File: config.mk
export PLATFORM = sky130hd
export DESIGN_NAME = scan_chain_driver
export DESIGN_NICKNAME = d
export VERILOG_FILES = /design/src/rtl/scan_chain_driver.sv
export SDC_FILE = /design/constraint.sdc
export NUM_CORES = 1
export LEC_CHECK = 0
export BUFFER_PORTS_ARGS = -buffer_cell sky130_fd_sc_hd__buf_2
export CAP_MARGIN = 20
export CORE_UTILIZATION = 55
export CTS_CLUSTER_DIAMETER = 50
export DETAILED_ROUTE_END_ITERATION = 8
export GPL_ROUTABILITY_DRIVEN = 0
export GPL_TIMING_DRIVEN = 0
export PLACE_DENSITY = 0.79
export SETUP_SLACK_MARGIN = 0.4
export SYNTH_ARGS = -nofsm -noshare
export SYNTH_HDL_FRONTEND = slang
export SYNTH_SLANG_ARGS = --single-unit
File: constraint.sdc
create_clock -name clk -period 2.85 [get_ports clk]
set_input_delay 0.855 -clock clk [delete_from_list [all_inputs] [get_ports clk]]
set_output_delay 0.855 -clock clk [all_outputs]
set_load 0.005 [all_outputs]
File: src/rtl/scan_chain_driver.sv
`default_nettype none
// +--------------------------------------------------------------------------+
// | scan_chain_driver: host-side scan chain master, byte-wide exchange of     |
// | the chain image (shift new image in, capture old image out).             |
// | Revision: 1.0                                                             |
// +--------------------------------------------------------------------------+
module scan_chain_driver #(
  parameter int CHAIN_LEN = 40,
  parameter int CNT_W     = 6
) (
  input  logic       clk,
  input  logic       rst,
  input  logic       start,
  output logic       busy,
  output logic       cpu_hold,
  output logic       done,
  input  logic [7:0] in_data,
  input  logic       in_valid,
  output logic       in_ready,
  output logic [7:0] out_data,
  output logic       out_valid,
  input  logic       out_ready,
  output logic       scan_enable,
  output logic       scan_in,
  input  logic       scan_out
);

  localparam logic [2:0] c_st_idle  = 3'd0;
  localparam logic [2:0] c_st_load  = 3'd1;
  localparam logic [2:0] c_st_shift = 3'd2;
  localparam logic [2:0] c_st_push  = 3'd3;
  localparam logic [2:0] c_st_fin   = 3'd4;

  localparam logic [CNT_W-1:0] c_chain_len = CNT_W'(CHAIN_LEN);

  logic [2:0]       r_state;
  logic [CNT_W-1:0] r_remaining;
  logic [7:0]       r_shift_byte;
  logic [7:0]       r_out_byte;
  logic [3:0]       r_nbits;
  logic [2:0]       r_bit_idx;

  logic [3:0]       w_load_nbits;
  logic             w_last_shift;

  // Comparison done at 32 bits so narrow counters never truncate the constant 8
  assign w_load_nbits = (32'(r_remaining) >= 32'd8) ? 4'd8 : 4'(r_remaining);
  assign w_last_shift = ({1'b0, r_bit_idx} == (r_nbits - 4'd1));

  always_ff @(posedge clk or posedge rst) begin
    if (rst) begin
      r_state      <= c_st_idle;
      r_remaining  <= '0;
      r_shift_byte <= '0;
      r_out_byte   <= '0;
      r_nbits      <= '0;
      r_bit_idx    <= '0;
    end else begin
      case (r_state)
        c_st_idle: begin
          if (start) begin
            r_state     <= c_st_load;
            r_remaining <= c_chain_len;
            r_out_byte  <= '0;
          end
        end
        c_st_load: begin
          if (in_valid) begin
            r_shift_byte <= in_data;
            r_nbits      <= w_load_nbits;
            r_bit_idx    <= '0;
            r_state      <= c_st_shift;
          end
        end
        c_st_shift: begin
          // scan_out is the pre-shift chain bit, captured on the edge that shifts it away
          r_out_byte[r_bit_idx] <= scan_out;
          r_shift_byte          <= {1'b0, r_shift_byte[7:1]};
          r_remaining           <= r_remaining - CNT_W'(1);
          r_bit_idx             <= r_bit_idx + 3'd1;
          if (w_last_shift) begin
            r_state <= c_st_push;
          end
        end
        c_st_push: begin
          if (out_ready) begin
            if (r_remaining != '0) begin
              r_state    <= c_st_load;
              r_out_byte <= '0;
            end else begin
              r_state <= c_st_fin;
            end
          end
        end
        c_st_fin: begin
          r_state <= c_st_idle;
        end
        default: begin
          r_state <= c_st_idle;
        end
      endcase
    end
  end

  // All outputs decode the registered state only; no handshake input feeds them
  assign busy        = (r_state != c_st_idle);
  assign cpu_hold    = busy;
  assign done        = (r_state == c_st_fin);
  assign in_ready    = (r_state == c_st_load);
  assign out_valid   = (r_state == c_st_push);
  assign out_data    = r_out_byte;
  assign scan_enable = (r_state == c_st_shift);
  assign scan_in     = scan_enable & r_shift_byte[0];

endmodule
`default_nettype wire

==> qor_table.md <==
| Quantity | This run |
|---|---|
| Outcome | finished, final reports clean |
| Total Routed Length | 3.98 mm |
| Slack of the worst reg-to-reg path | 750 ps |
| Flip-flop and latch area | 801 sq um |
| Leakage power figure | 1.10 nW |
| Total of buffers placed on input and output ports | 28 |
| Final number of max-transition violations | 0 |
| Total power draw | 2.11 mW |
| Number of flip-flops and latches in the synthesized netlist | 32 |
| Overall overflow remaining after global route | 0 |
| Final hold slack | 498 ps |
| Number of standard cells in the layout, taps in and fillers out | 273 |
| Peak supply drop | 520 uV |
| Clock sink count | 32 |
| DRC Markers | 0 |
| Max-cap check violation count | 0 |
| Most prevalent standard cell on the critical path | sky130_fd_sc_hd__buf_6 |
| Area of the multi-input gates | 840 sq um |
| Critical path's largest stage delay | 390 ps |
| HPWL Detailed | 2.81 mm |
| Vias | 1,535 |
| Syn_area_per_cell | 9.56 sq um |
| Number of hold-slack violations in the final timing report | 0 |
| Final period utilization | 0.931 |
| Core Footprint | 3030 sq um |
| Number of rows in the core area | 20 |
| Number of enable-type register cells in the synthesized netlist | 0 |
| Kind of end point of the critical path | output port |
| Highest achievable clock rate | 377 MHz |
| Antenna fix cells | 0 |
| Global Route Usage Sum | 0.265 |
| Total negative setup slack | 0 ps |
| Pin count of the biggest net entering global routing | 18 |
| Setup repair after global routing missed its margin | yes |
| Drt via density | 5.62 |
| Worst Setup Start Kind | flop |
| Fill cell total of the finished layout | 238 |
| Least setup slack across all paths after layout | 197 ps |
| Worst slack, placed | 136 ps |
| Number of nets in the layout | 246 |
| Stages on the worst setup path | 8 |
| Critical Path Source | r_state[2] |
| Worst slew pin tran | 726 ps |
| Via count of the first global-routing pass | 1,484 |
| Share of post-route cells with drive strength above 1 | 0.262 |
| Total power per unit cell area | 980 nW/um^2 |
| Slowest-stage cell, CP | sky130_fd_sc_hd__dfrtp_1 |
| Termination of the worst setup path | scan_in |
| Deepest level of the CTS H-tree | 2 |
| Iteration-0 DRC Markers | 68 |
| Antenna-violating nets left | 0 |
| Critical Path, Cell by Cell | buf_6 > or3b_4 > buf_6 > inv_4 > buf_6 > buf_8 > and2_4 > buf_6 |
| Signal arrival time at the worst endpoint | 1800 ps |
| Proportion of synthesized flip-flops having asynchronous set or reset | 1.00 |
| Sequential cell area fraction in the yosys report | 0.460 |
| CTS tree | yes |
| Clock network latency to the later pin of the worst-skew pair | 330 ps |
| Clock skew after layout | 9.73 ps |
| Final number of setup-violating endpoints | 0 |
| Clock slew at the register clock pins of the worst setup and hold paths | 100 ps |
| Buf/Inv on CP | 6 |
| Detailed-route wire length per cell | 14.6 um |
| Nets in the synthesized netlist | 200 |
| Slew headroom | 0.515 |
| Count of boundary I/O pins | 29 |
| Overall die area | 3390 sq um |
| Cells after DPL | 255 |
| Die Ht | 58.3 um |
| Length in cells of the worst reg-to-reg path | 4 |
| Root Buffer Master | sky130_fd_sc_hd__clkbuf_4 |
| Number of buffers created by CTS | 5 |
| Post-layout min period | 2650 ps |
| Kind of critical path | reg -> out |
| Post-synthesis instance total | 182 |
| Required time worst endpoint | 2000 ps |
| Critical path fanouts, max | 3 |
| Initial DRT Pass Iterations | 4 |
| Synth Warn # | 0 |
| Most common flop cell mapped by yosys | sky130_fd_sc_hd__dfrtp_1 |
| Mapped cell area | 1740 sq um |
| Global-route wire length before repair | 6.69 mm |
| Yosys cell types | 45 |
| Cell type group with the largest total delay on the critical path | buffers and inverters |
| Number of antenna violations at the first check in global routing | 0 |
| CTS Hold Buffers Added | 0 |
| Hold crit path type | reg -> reg |
| Area Overhead vs Synth | 23.6% |
| Worst reg2reg startpoint | r_remaining[3] |
| Buffer depth of the longest clock path | 2 |
| Initial standard-cell utilization of the core | 0.575 |
| R2r endpoint | out_data[7] |
| Width of the die | 58.3 um |
## worst min-delay path, delay by kind of cell (launching register included)
family,cells,cell delay (ps)
AO/OA/AOI/OAI,1,70
AND/OR/NAND/NOR,1,50
flip-flops,1,360
## cell type report
type | count | area share
multi-input combinational | 128 | 0.390
timing repair buffer | 39 | 0.120
sequential | 32 | 0.372
inverter | 9 | 0.0169
tap | 44 | 0.0256
clock buffer | 8 | 0.0273
buffer | 13 | 0.0471
## logic make-up after synthesis
group,share of synthesized area
AOI/OAI and AO/OA,0.191
xor gates and xnor gates,0.0151
adders and majority gates,0.0288
buffers and inverters,0.0633
DFF,0.460
muxes,0.0575
and+or+nand+nor,0.184
## report_power, final
part           leakage, nW  internal (mW)  switching (mW)
Sequential           0.413          0.616           0.135
Clock               0.0326          0.122           0.144
Combinational        0.656          0.516           0.577
## cells in the final DEF (no fill, tap or decap), types with 2 or more instances in the layout
| cell | Yosys | layout |
|---|---|---|
| sky130_fd_sc_hd__o41ai_1 | 2 | 2 |
| sky130_fd_sc_hd__clkbuf_4 | 0 | 5 |
| sky130_fd_sc_hd__nor2b_1 | 3 | 3 |
| sky130_fd_sc_hd__clkbuf_1 | 7 | 8 |
| sky130_fd_sc_hd__ha_1 | 4 | 4 |
| sky130_fd_sc_hd__nand2_1 | 24 | 24 |
| sky130_fd_sc_hd__a32o_1 | 3 | 3 |
| sky130_fd_sc_hd__nor2_1 | 10 | 10 |
| sky130_fd_sc_hd__and2_1 | 3 | 2 |
| sky130_fd_sc_hd__o311ai_0 | 3 | 3 |
| sky130_fd_sc_hd__nand3_1 | 7 | 7 |
| sky130_fd_sc_hd__buf_2 | 1 | 26 |
| sky130_fd_sc_hd__dfrtp_1 | 32 | 32 |
| sky130_fd_sc_hd__buf_6 | 2 | 8 |
| sky130_fd_sc_hd__buf_4 | 3 | 10 |
| sky130_fd_sc_hd__mux2i_1 | 10 | 10 |
| sky130_fd_sc_hd__nor3_1 | 2 | 2 |
| sky130_fd_sc_hd__o21ai_0 | 16 | 16 |
| sky130_fd_sc_hd__nor3b_1 | 2 | 2 |
| sky130_fd_sc_hd__o31ai_1 | 2 | 2 |
| sky130_fd_sc_hd__o211ai_1 | 3 | 3 |
| sky130_fd_sc_hd__a21o_1 | 7 | 7 |
| sky130_fd_sc_hd__inv_1 | 8 | 8 |
| sky130_fd_sc_hd__a21oi_1 | 4 | 4 |
| sky130_fd_sc_hd__xor2_1 | 3 | 3 |
## Yosys cell counts, types with 2 or more instances
master                     number  share of area
sky130_fd_sc_hd__inv_1          8          0.017
sky130_fd_sc_hd__o41ai_1        2          0.010
sky130_fd_sc_hd__o21ai_0       16          0.046
sky130_fd_sc_hd__nor2_1        10          0.022
sky130_fd_sc_hd__nand2_1       24          0.052
sky130_fd_sc_hd__xor2_1         3          0.015
sky130_fd_sc_hd__o211ai_1       3          0.013
sky130_fd_sc_hd__nand3_1        7          0.020
sky130_fd_sc_hd__nor2b_1        3          0.011
sky130_fd_sc_hd__mux2i_1       10          0.058
sky130_fd_sc_hd__dfrtp_1       32           0.46
sky130_fd_sc_hd__buf_4          3          0.013
sky130_fd_sc_hd__buf_6          2          0.013
sky130_fd_sc_hd__a21oi_1        4          0.012
sky130_fd_sc_hd__o311ai_0       3          0.015
sky130_fd_sc_hd__ha_1           4          0.029
sky130_fd_sc_hd__o31ai_1        2         0.0086
sky130_fd_sc_hd__a21o_1         7          0.030
sky130_fd_sc_hd__nor3_1         2         0.0058
sky130_fd_sc_hd__a32o_1         3          0.017
sky130_fd_sc_hd__nor3b_1        2         0.0086
sky130_fd_sc_hd__clkbuf_1       7          0.015
sky130_fd_sc_hd__and2_1         3          0.011
## layer usage
layer / global-route usage / part of all wire
met1: 0.337 / 0.43
met2: 0.433 / 0.50
met3: 0.0625 / 0.050
met4: 0.116 / 0.022
met5: 0 / 0
## flip-flops by register name (all words and copies together) (netlist names)
signal,count
out_data,8
r_shift_byte,8
r_remaining,6
r_nbits,4
r_bit_idx,3
r_state,3
## worst min-delay path by stage
| stage | from | end | slack [ps] | depth (start not counted) |
|---|---|---|---|---|
| floorplan | r_shift_byte[1] | r_shift_byte[0] | 450 | 2 |
| finish | r_shift_byte[5] | r_shift_byte[4] | 500 | 2 |
| global route | r_shift_byte[4] | r_shift_byte[3] | 520 | 2 |
| CTS | out_data[0] | out_data[0] | 500 | 1 |
| global placement | r_shift_byte[5] | r_shift_byte[4] | 470 | 2 |
| detailed placement | out_data[0] | out_data[0] | 480 | 1 |
## what timing repair did
action	in CTS	in global routing
buffers inserted	9	1
endpoints found under the setup margin	2	4
gates resized for setup	11	4
gates cloned	0	0
pin swaps	0	3
## metrics by stage
step | util | area (sq um)
final | 0.710 | 2150
after global routing | 0.710 | 2150
after CTS | 0.703 | 2130
after detailed placement | 0.648 | 1960
after global placement | 0.639 | 1940
after floorplan | - | 1740
No activity file was read; power rests on OpenSTA's default activity.
